==> config.mk <==
export PLATFORM = sky130hd
export DESIGN_NAME = sedff_pipe_bank
export DESIGN_NICKNAME = d
export VERILOG_FILES = /design/src/rtl/sedff_pipe_bank.sv
export SDC_FILE = /design/constraint.sdc
export NUM_CORES = 1
export LEC_CHECK = 0
export BUFFER_PORTS_ARGS = -buffer_cell sky130_fd_sc_hd__buf_2
export CAP_MARGIN = 20
export CORE_MARGIN = 2
export CORE_UTILIZATION = 50
export CTS_BUF_LIST = sky130_fd_sc_hd__clkbuf_8
export DETAILED_ROUTE_END_ITERATION = 8
export PLACE_DENSITY = 0.73
export SLEW_MARGIN = 40
export SYNTH_ARGS = -nofsm -noshare
export SYNTH_HDL_FRONTEND = slang
export SYNTH_SLANG_ARGS = --single-unit
export TNS_END_PERCENT = 5
==> constraint.sdc <==
create_clock -name clk -period 3.3 [get_ports clk]
set_clock_uncertainty 0.15 [all_clocks]
set_input_delay 0.825 -clock clk [delete_from_list [all_inputs] [get_ports clk]]
set_output_delay 0.825 -clock clk [all_outputs]
set_load 0.03 [all_outputs]
==> src/rtl/sedff_pipe_bank.sv <==
// Bank of scan-enable D flip-flops, WIDTH bits by STAGES deep, with valid tracking
// and a saturating violation counter standing in for the per-cell notifier.
module sedff_pipe_bank #(
    parameter int WIDTH  = 8,
    parameter int STAGES = 3,
    parameter int CNT_W  = 8
) (
    input  logic             clk,
    input  logic             rst,
    input  logic             en,
    input  logic [WIDTH-1:0] d,
    input  logic             valid_in,
    input  logic             clr,
    input  logic             set,
    input  logic             se,
    input  logic             si,
    input  logic             notifier,
    output logic [WIDTH-1:0] q,
    output logic             valid_out,
    output logic             so,
    output logic [CNT_W-1:0] viol_cnt
);

    localparam int N = STAGES * WIDTH;

    // Stage s occupies chain bits [s*WIDTH +: WIDTH]; scan and pipeline share it.
    logic [N-1:0]      r_chain;
    logic [STAGES-1:0] r_vld;
    logic [CNT_W-1:0]  r_viol_cnt;

    logic [N-1:0]      w_chain_scan;
    logic [N-1:0]      w_chain_adv;
    logic [STAGES-1:0] w_vld_adv;
    logic              w_viol;
    logic              w_cnt_sat;

    always_comb begin
        w_chain_scan    = '0;
        w_chain_scan[0] = si;
        for (int k = 1; k < N; k++) begin
            w_chain_scan[k] = r_chain[k-1];
        end
    end

    always_comb begin
        w_chain_adv              = '0;
        w_chain_adv[WIDTH-1:0]   = d;
        for (int k = WIDTH; k < N; k++) begin
            w_chain_adv[k] = r_chain[k-WIDTH];
        end
        w_vld_adv    = '0;
        w_vld_adv[0] = valid_in;
        for (int s = 1; s < STAGES; s++) begin
            w_vld_adv[s] = r_vld[s-1];
        end
    end

    always_ff @(posedge clk) begin
        if (rst) begin
            r_chain <= '0;
            r_vld   <= '0;
        end else if (clr) begin
            r_chain <= '0;
            r_vld   <= '0;
        end else if (set) begin
            r_chain <= '1;
            r_vld   <= '1;
        end else if (se) begin
            r_chain <= w_chain_scan;
        end else if (en) begin
            r_chain <= w_chain_adv;
            r_vld   <= w_vld_adv;
        end
    end

    // Counter runs independently of the data priority; clr/set never touch it.
    assign w_viol    = notifier | (clr & set);
    assign w_cnt_sat = &r_viol_cnt;

    always_ff @(posedge clk) begin
        if (rst) begin
            r_viol_cnt <= '0;
        end else if (w_viol && !w_cnt_sat) begin
            r_viol_cnt <= r_viol_cnt + 1'b1;
        end
    end

    assign q         = r_chain[N-1 -: WIDTH];
    assign valid_out = r_vld[STAGES-1];
    assign so        = r_chain[N-1];
    assign viol_cnt  = r_viol_cnt;

endmodule

==> reports/results.ini, run 1 <==
[worst_setup_path]
timing.rr.end = viol_cnt[0]$_SDFFE_PP0P_
reg2reg_from = viol_cnt[0]$_SDFFE_PP0P_
end_kind = flip-flop
cpPeakStageDelay_ns = 0.63
crit_fanout = 27
rrSetupSlack_ns = 1.56
worst-path-buf-inv = 1
cp.required_ns = 3.31
crit_path_start = se
r2r_cells = 4
crit_chain = buf_2, or3_4, o22ai_1, nor2_1
crit_path_start_kind = input port
slowest_stage = or3_4
path_class = input port to flip-flop
path_delay_family = simple AND/OR/NAND/NOR gates
arrival_ns = 2.05

[global_route]
grt_usage_pct = 19.3
grt.busiest_layer = met2
grt_max_degree = 28
antenna_found_initial = 0
use_met1_pct = 24.2
grt.met3_usage_pct = 6.51
grt_pass1_wl_microns = 6250
grt_pass1_vias = 1391
grt_overflow_total = 0
grtUsageMet2_pct = 30.9

[timing]
setup_viol_count_final = 0
finalCritPeriodShare_pct = 61.9
hold_ws_ns = 0.365
worstMarginPinSlew_ns = 0.599
fin_crit_ns = 2.04
worst_slew_margin_rel_pct = 60.0
tns_ns = 0
final_hold_viol_count = 0
grt_setup_unrepaired = no
drv_slew = 0
setup_ws_ns = 1.26
max_freq_mhz = 490

[synth]
synth_simple_gate_area_share_pct = 12.2
syn_nets = 193
syn-instance-count = 175
synthFlopType = dfxtp_1
synth_top_cell_by_area = dfxtp_1
ys_ff_latch = 35
yosysTopAreaCellShare_pct = 38.5
synth.most_common_cell = dfxtp_1
synth_xor_area_share_pct = 0
synth_top_family_by_area = compound AO/OA/AOI/OAI gates
synth_seq_area_share_pct = 38.5
synth_compound_area_share_pct = 22.6
syn-mean-instance-area_sq_um = 10.4
ys_types = 29
yosys.area_share.adder_pct = 0.688
synth_common_cells = dfxtp_1, mux2_2, nor2_1
synthesis.area_sq_um = 1820
synth_edf_count = 0
synth_area_leaders = dfxtp_1, mux2_2, o22ai_2
synth-warning-count = 0
synth_mux_area_share_pct = 17.7
async_reset_ff_share_pct = 0

[hold_path]
min_path_type = flip-flop to flip-flop
hold_path_depth = 2
hold_end = r_chain[22]$_SDFFE_PP0P_
worstHoldStart = r_chain[22]$_SDFFE_PP0P_

[drt]
vias = 1369
wire_per_inst_microns = 15.1
vias_per_cell = 5.61
antenna_left = 0
drtIter0Drc = 71
drt-pass1-iter-count = 4
routed_wl_microns = 3690
drc = 0

[placed_design]
place_ws_ns = 0.954
numPortBuffers = 34
postPlaceCellArea_sq_um = 1920
dp_hpwl_microns = 2510
gp_congestion = 0.786
dp_cells = 237

[floorplan]
die_area_sq_um = 4130
core_sq_um = 3420
start_util_pct = 53.2
die_h_microns = 64.3
rows = 21
die_width_microns = 64.3
pin_count = 35

[run_status]
status = complete, no violations

[power_and_ir_drop]
p_leak_nw = 0.881
ir_drop_uv = 281
power_density_nw_per_um2 = 466

[clock_network]
cts_buffer_depth = 2
cts.root.buffer_cell = clkbuf_8
clk_latency_ns = 0.29
h-tree-depth = 2
cts_hold_buf = 0
cts_buffers = 5
cts.repair.resized = 0
cts_tree = done
cts_sinks = 35
clkTransAtPathRegs_ns = 0.07
cts_setup_buffers = 0

[cells_and_area]
regArea_sq_um = 701
multi_input_area_sq_um = 970
final_cell_area_sq_um = 2000
stdcell_count = 244
layout.nets = 216
drive_above_1_share_pct = 46.0
syn_to_final_growth_pct = 10.3
diodes = 0
fillers = 307

[flow_run]
drv_cap = 0

## per-stage QoR
step	utilization, %	total power, mW
final	58.7	0.933
after global routing	58.7	0.977
after CTS	58.7	0.942
after detailed placement	56.1	0.630
after global placement	56.1	0.623
after floorplan	-	0.603
## logic make-up after synthesis
family                   count (synthesis)
AO/OA/AOI/OAI                           44
flip-flops                              35
adder cells (fa/ha/maj)                  1
AND/OR/NAND/NOR                         45
buffers and inverters                   21
multiplexers                            29
## report_power, final
| part | internal [mW] | leakage, nW | total, mW | switching (mW) |
|---|---|---|---|---|
| logic | 0.0710 | 0.546 | 0.154 | 0.0833 |
| clock network | 0.164 | 0.0470 | 0.313 | 0.149 |
| registers | 0.445 | 0.288 | 0.466 | 0.0212 |
## layout by cell type, fill, tap and decap left out, types with 2 or more instances in the layout
| master | Yosys | final |
|---|---|---|
| a211oi_1 | 5 | 5 |
| a21oi_1 | 7 | 7 |
| a311oi_1 | 2 | 2 |
| a31oi_1 | 2 | 2 |
| a41oi_1 | 2 | 2 |
| and2_1 | 2 | 2 |
| and3_1 | 5 | 5 |
| buf_2 | 1 | 34 |
| buf_4 | 11 | 2 |
| clkbuf_8 | 0 | 6 |
| dfxtp_1 | 35 | 35 |
| mux2_2 | 25 | 25 |
| mux2i_1 | 4 | 4 |
| nand2_1 | 2 | 2 |
| nand2b_1 | 2 | 2 |
| nand3_1 | 2 | 2 |
| nor2_1 | 25 | 25 |
| nor2b_1 | 3 | 3 |
| o22ai_1 | 4 | 4 |
| o22ai_2 | 20 | 20 |
## metal layers
metal | share of wire, % | vias up | wire length (microns)
li1 | - | 678 | -
met1 | 46 | 638 | 1710
met2 | 46 | 46 | 1700
met3 | 5.8 | 7 | 215
met4 | 1.8 | 0 | 68
met5 | 0 | - | 0
## final cells by class
| type | instances | area share, % |
|---|---|---|
| Clock inverter | 1 | 0.250 |
| Timing Repair Buffer | 36 | 9.24 |
| Tap cell | 46 | 2.87 |
| Multi-Input combinational cell | 119 | 48.4 |
| Inverter | 1 | 0.187 |
| Sequential cell | 35 | 35.0 |
| Clock buffer | 6 | 4.12 |
## sequential cells by signal (all words and copies together) (netlist names)
| name | count |
|---|---|
| r_vld | 3 |
| r_chain | 24 |
| viol_cnt | 8 |
## worst max path at each step
stage	end	depth (start not counted)
final	r_chain[0]$_SDFFE_PP0P_	4
after global routing	r_chain[1]$_SDFFE_PP0P_	4
after CTS	r_chain[0]$_SDFFE_PP0P_	4
after detailed placement	r_chain[0]$_SDFFE_PP0P_	4
after global placement	r_chain[3]$_SDFFE_PP0P_	4
after floorplan	r_chain[23]$_SDFFE_PP0P_	6
## tightest hold or removal path, delay by kind of cell, from the launching register on
kind | cells | cell delay [ns]
DFF | 1 | 0.33
and+or+nand+nor | 1 | 0.05
AOI/OAI and AO/OA | 1 | 0.09
(Power assumes the default switching activity.)
==> run 2, diff against run 1 <==
- ABC_AREA: default -> 1
- PLACE_DENSITY: 0.73 -> 0.74
- clock period: 3.3 -> 2.1 ns (I/O delays scaled with it)
==> run 2 against run 1 <==
Effect of this change: synthesized cell count grew 33%; critical endpoint is now viol_cnt[3]; register-to-register slack lost 0.95 ns; global-route usage shrank 1.2 points; first-iteration DRC count grew 7.0%; worst setup slack lost 0.80 ns; critical path type is now flip-flop to output port; die area shrank 5.8%; clock-buffer cell count shrank 1.
==> reports/results.ini, run 2 <==
[power_and_ir_drop]
seqPwrFrac_pct = 54.5  ; +4.5 points
swShare_pct = 26.8  ; -0.38 points
internal_power_mw = 0.974  ; +43%
p_leak_nw = 0.785  ; -11%
p_comb_share_pct = 13.3  ; -3.2 points
ir_drop_uv = 370  ; +31%
p_clk_share_pct = 32.3  ; -1.2 points
p_sw_mw = 0.356  ; +41%
power_density_nw_per_um2 = 702  ; +51%

[synth]
synth_area_leaders = dfxtp_1, nand2_1, a31oi_1
syn-instance-count = 233  ; +33%
syn-mean-instance-area_sq_um = 7.32  ; -30%
async_reset_ff_share_pct = 0  ; unchanged
ys_ff_latch = 35  ; unchanged
synth_common_cells = nand2_1, dfxtp_1, a31oi_1
synth_edf_count = 0  ; unchanged
syn_nets = 251  ; +30%
synth_top_cell_by_area = dfxtp_1
ys_types = 24  ; -17%
synthesis.area_sq_um = 1710  ; -6.2%
synth_seq_area_share_pct = 41.1  ; +2.5 points
synth.most_common_cell = nand2_1
synth-warning-count = 0  ; unchanged
synthFlopType = dfxtp_1
yosysTopAreaCellShare_pct = 41.1  ; +2.5 points

[clock_network]
cts_sinks = 35  ; unchanged
cts_tree = done
cts_hold_buf = 0  ; unchanged
h-tree-depth = 2  ; unchanged
clk_latency_ns = 0.28  ; about the same
cts_buffer_depth = 2  ; unchanged
cts.repair.resized = 0  ; unchanged
cts_buffers = 5  ; unchanged
cts.root.buffer_cell = clkbuf_8
clkTransAtPathRegs_ns = 0.06  ; about the same
cts_setup_buffers = 0  ; unchanged

[placed_design]
numPortBuffers = 34  ; unchanged
gp_congestion = 0.809  ; +2.9%
dp_cells = 297  ; +25%
postPlaceCellArea_sq_um = 1820  ; -5.0%
dp_hpwl_microns = 2230  ; -11%

[timing]
setup_viol_count_final = 0  ; unchanged
grt_setup_unrepaired = no
finalCritPeriodShare_pct = 78.2
drv_slew = 0  ; unchanged
worst_slew_margin_rel_pct = 71.9  ; +12 points
hold_ws_ns = 0.314  ; -0.0513 ns
fin_crit_ns = 1.64
tns_ns = 0  ; unchanged
worstMarginPinSlew_ns = 0.421  ; -0.178 ns
max_freq_mhz = 609
final_hold_viol_count = 0  ; unchanged

[global_route]
antenna_found_initial = 0  ; unchanged
grt_pass1_vias = 1321  ; -5.0%
grt.met3_usage_pct = 6.13  ; -0.39 points
grt_pass1_wl_microns = 5740  ; -8.2%
use_met1_pct = 23.9  ; -0.21 points
grt_usage_pct = 18.1  ; -1.2 points
grt.busiest_layer = met2
grtUsageMet2_pct = 28.0  ; -2.9 points
grt_max_degree = 26  ; -7.1%
grt_overflow_total = 0  ; unchanged

[floorplan]
die_area_sq_um = 3890  ; -5.8%
die_width_microns = 62.4  ; -3.0%
rows = 21  ; unchanged
start_util_pct = 51.5  ; -1.7 points
pin_count = 35  ; unchanged
core_sq_um = 3310  ; -3.1%
die_h_microns = 62.4  ; -3.0%

[cells_and_area]
final_common_cell = nand2_1
syn_to_final_growth_pct = 11.1
layout.nets = 276  ; +28%
fillers = 328  ; +6.8%
largest-register = r_chain
final_cell_mix = nand2_1, dfxtp_1, buf_2
drive_above_1_share_pct = 22.2  ; -24 points
stdcell_count = 303  ; +24%
diodes = 0  ; unchanged
largest_register_ffs = 24  ; unchanged
final_cell_area_sq_um = 1890  ; -5.5%

[worst_setup_path]
crit_path_start_kind = flip-flop
end_kind = output port
crit_fanout = 6  ; -78%
slowest_stage = dfxtp_1
cp.required_ns = 1.42  ; -1.89 ns
cpPeakStageDelay_ns = 0.44  ; -0.19 ns
path_delay_family = flip-flops
path_class = flip-flop to output port
crit_chain = buf_2
worst-path-buf-inv = 1  ; unchanged
arrival_ns = 0.97  ; -1.08 ns

[drt]
vias_per_cell = 5.01  ; -11%
wire_per_inst_microns = 11.2  ; -26%
antenna_left = 0  ; unchanged
vias = 1519  ; +11%
drtIter0Drc = 76  ; +7.0%
drc = 0  ; unchanged
drt-pass1-iter-count = 5  ; +1
routed_wl_microns = 3380  ; -8.2%

[hold_path]
min_path_type = flip-flop to flip-flop

[flow_run]
drv_cap = 0  ; unchanged

[run_status]
status = complete, no violations

-- run 2: kinds of logic (layout without fill, tap and decap cells) --
logic type | count (synthesis) | after routing | share of synthesized area (%)
and+or+nand+nor | 100 | 100 | 26.3
DFF | 35 | 35 | 41.1
adders and majority gates | 1 | 1 | 0.734
buffers and inverters | 35 | 59 | 11.7
AOI/OAI and AO/OA | 62 | 62 | 20.2
-- run 2: worst register-to-register path, delay by kind of cell, from the launching register on --
family	cells	cell delay [ns]
buf+inv	1	0.13
flops	1	0.35
fa+ha+maj	1	0.21
simple gates	5	0.55
-- run 2: per-stage QoR --
step / total power, mW / setup WS [ns] / util [%]
floorplan: 0.875 / 0.522 / -
global placement: 0.914 / 0.398 / 55.0
detailed placement: 0.916 / 0.377 / 55.0
CTS: 1.34 / 0.461 / 57.2
global route: 1.39 / 0.399 / 57.2
finish: 1.33 / 0.458 / 57.2
-- run 2: layer usage --
metal / share of wire [%] / routed length, microns / up-vias
li1: - / - / 821
met1: 52 / 1750 / 663
met2: 43 / 1460 / 33
met3: 4.5 / 153 / 2
met4: 0.65 / 22 / 0
met5: 0 / 0 / -
-- run 2: power groups by stage --
| stage | logic (mW) | registers [mW] | clock network, mW |
|---|---|---|---|
| 5_1_grt | 0.197 | 0.729 | 0.468 |
| 3_5_place_dp | 0.177 | 0.739 | 0 |
| 4_1_cts | 0.178 | 0.724 | 0.440 |
| 2_1_floorplan | 0.132 | 0.744 | 0 |
| 6_report | 0.177 | 0.725 | 0.429 |
| 3_3_place_gp | 0.175 | 0.739 | 0 |
-- run 2: final timing paths --
check	cells after the start	slack, ns	from	to
worst max-delay path	1	0.46	viol_cnt[3]$_SDFFE_PP0P_	viol_cnt[3]
worst min-delay path	2	0.31	r_vld[0]$_SDFFE_PP0P_	r_vld[0]$_SDFFE_PP0P_
worst max register to register	7	0.61	viol_cnt[0]$_SDFFE_PP0P_	viol_cnt[5]$_SDFFE_PP0P_
worst min register to register	2	0.31	r_vld[0]$_SDFFE_PP0P_	r_vld[0]$_SDFFE_PP0P_
-- run 2: area by class of cell --
cell class | count | area (sq um) | share of cell area, %
clock buffer | 5 | 68.8 | 3.63
tap | 46 | 57.6 | 3.04
timing repair buffer | 38 | 200 | 10.6
inverter | 15 | 58.8 | 3.10
sequential | 35 | 701 | 37.0
clock inverter | 1 | 3.75 | 0.198
multi-input combinational | 163 | 805 | 42.5
==> run 3, diff against run 2 <==
- PLACE_DENSITY: 0.74 -> 0.77
- clock period: 2.1 -> 1.4 ns (I/O delays scaled with it)
==> run 3 against run 2 <==
Effect of this change: via count is 6.9% higher; sequential share of layout area down 2.8 points; utilization grew 6.0 points; combinational power increased by 78%; global-route usage rose by 1.8 points; first-iteration DRC count rose by 24%; clock-buffer cell count is 2 higher; critical endpoint is now viol_cnt[5]; highest routed layer unchanged.
==> reports/results.ini, run 3 (synthesis gave the netlist of run 2 again) <==
[cells_and_area]
layout.nets = 284  ; +2.9%
largest_register_ffs = 24  ; unchanged
final_cell_area_sq_um = 2090  ; +11%
final_core_util_pct = 63.3  ; +6.0 points
largest-register = r_chain
syn_to_final_growth_pct = 22.8
drive_above_1_share_pct = 28.8  ; +6.7 points
diodes = 0  ; unchanged
final_cell_mix = nand2_1, dfxtp_1, buf_2
stdcell_count = 313  ; +3.3%
final_common_cell = nand2_1

[global_route]
grt_pass1_vias = 1459  ; +10%
antenna_found_initial = 0  ; unchanged
grt_max_degree = 26  ; unchanged
grt_overflow_total = 0  ; unchanged
grt_usage_pct = 19.9  ; +1.8 points
grt_pass1_wl_microns = 6270  ; +9.1%

[worst_setup_path]
crit_path_start_kind = flip-flop
arrival_ns = 0.89  ; -0.08 ns
worst-path-buf-inv = 1  ; unchanged
path_class = flip-flop to output port
slowest_stage = dfxtp_1
crit_fanout = 4  ; -2
crit_chain = clkbuf_4
path_delay_family = flip-flops
end_kind = output port
cpPeakStageDelay_ns = 0.39  ; -0.05 ns
cp.required_ns = 0.90  ; -0.52 ns

[drt]
antenna_left = 0  ; unchanged
drc = 0  ; unchanged
routed_wl_microns = 3650  ; +8.0%
drt-pass1-iter-count = 4  ; -1
drtIter0Drc = 94  ; +24%
vias_per_cell = 5.19  ; +3.5%
wire_per_inst_microns = 11.7  ; +4.5%
vias = 1624  ; +6.9%

[placed_design]
postPlaceCellArea_sq_um = 1920  ; +5.6%
dp_cells = 304  ; +2.4%
numPortBuffers = 34  ; unchanged
gp_congestion = 0.802  ; -0.82%
place_ws_ns = -0.0303  ; -0.407 ns
dp_hpwl_microns = 2340  ; +4.7%

[timing]
final_hold_viol_count = 0  ; unchanged
grt_setup_unrepaired = yes
drv_slew = 0  ; unchanged
setup_viol_count_final = 0  ; unchanged
fin_crit_ns = 1.39
setup_ws_ns = 0.0119  ; -0.446 ns
max_freq_mhz = 720
finalCritPeriodShare_pct = 99.2
worstMarginPinSlew_ns = 0.235  ; -0.186 ns
worst_slew_margin_rel_pct = 84.3  ; +12 points

[power_and_ir_drop]
power_density_nw_per_um2 = 1040  ; +48%
ir_drop_uv = 574  ; +55%
p_leak_nw = 0.866  ; +10%

[clock_network]
cts_buffers = 5  ; unchanged
cts_buffer_depth = 2  ; unchanged
clk_latency_ns = 0.29  ; about the same
clkTransAtPathRegs_ns = 0.07  ; about the same
cts_sinks = 35  ; unchanged
cts.root.buffer_cell = clkbuf_8
cts_hold_buf = 0  ; unchanged
cts_setup_buffers = 0  ; unchanged
cts_tree = done
h-tree-depth = 2  ; unchanged

[flow_run]
drv_cap = 0  ; unchanged

[floorplan]
die_area_sq_um = 3890  ; unchanged
die_width_microns = 62.4  ; unchanged
pin_count = 35  ; unchanged
rows = 21  ; unchanged
start_util_pct = 51.5  ; unchanged
core_sq_um = 3310  ; unchanged
die_h_microns = 62.4  ; unchanged

[run_status]
status = complete, no violations

[hold_path]
min_path_type = input port to flip-flop

-- run 3: cell types whose count changed in the layout (fill, tap and decap cells not counted), moves of 2 or more --
cell,previous run,this run
nand3_2,1,3
clkbuf_4,0,5
dfxtp_4,0,4
buf_12,0,3
buf_4,4,6
nand3_1,8,6
buf_6,0,4
clkbuf_8,5,7
buf_2,34,27
dfxtp_1,35,30
-- run 3: path summary, 6_finish.rpt --
kind | from | slack [ns] | depth (start not counted) | to
max | viol_cnt[5]$_SDFFE_PP0P_ | 0.01 | 1 | viol_cnt[5]
max reg2reg | viol_cnt[0]$_SDFFE_PP0P_ | 0.07 | 8 | viol_cnt[5]$_SDFFE_PP0P_
min | rst | 0.15 | 2 | viol_cnt[0]$_SDFFE_PP0P_
min reg2reg | r_vld[1]$_SDFFE_PP0P_ | 0.32 | 2 | r_vld[1]$_SDFFE_PP0P_
-- run 3: per-layer routing --
metal / GRT usage, % / part of all wire (%) / up-vias
li1: - / - / 843
met1: 24.8 / 47 / 734
met2: 32.3 / 46 / 39
met3: 5.95 / 5.2 / 8
met4: 8.06 / 2.0 / 0
met5: 0 / 0 / -
-- run 3: cell type report --
class	instances	area, sq um
Fill cell	324	1220
Tap cell	46	57.6
Timing Repair Buffer	45	323
Sequential cell	35	717
Clock buffer	7	96.3
Multi-Input combinational cell	164	838
Clock inverter	1	3.75
Inverter	15	58.8
-- run 3: timing repair --
action	CTS	global route
cloned	0	1
setup endpoints to repair	5	14
resized for setup	6	14
pin swaps	0	2
-- run 3: through the flow --
stage | power (mW) | setup TNS [ns] | hold slack, ns
floorplan | 1.31 | 0 | 0.259
global placement | 1.40 | -0.0150 | 0.300
detailed placement | 1.41 | -0.0303 | 0.309
CTS | 2.20 | -0.000760 | 0.148
global route | 2.29 | -0.0477 | 0.148
finish | 2.18 | 0 | 0.148
-- run 3: power breakdown --
group | internal [mW] | switching (mW)
Sequential | 1.04 | 0.0364
Combinational | 0.126 | 0.189
Clock | 0.441 | 0.344
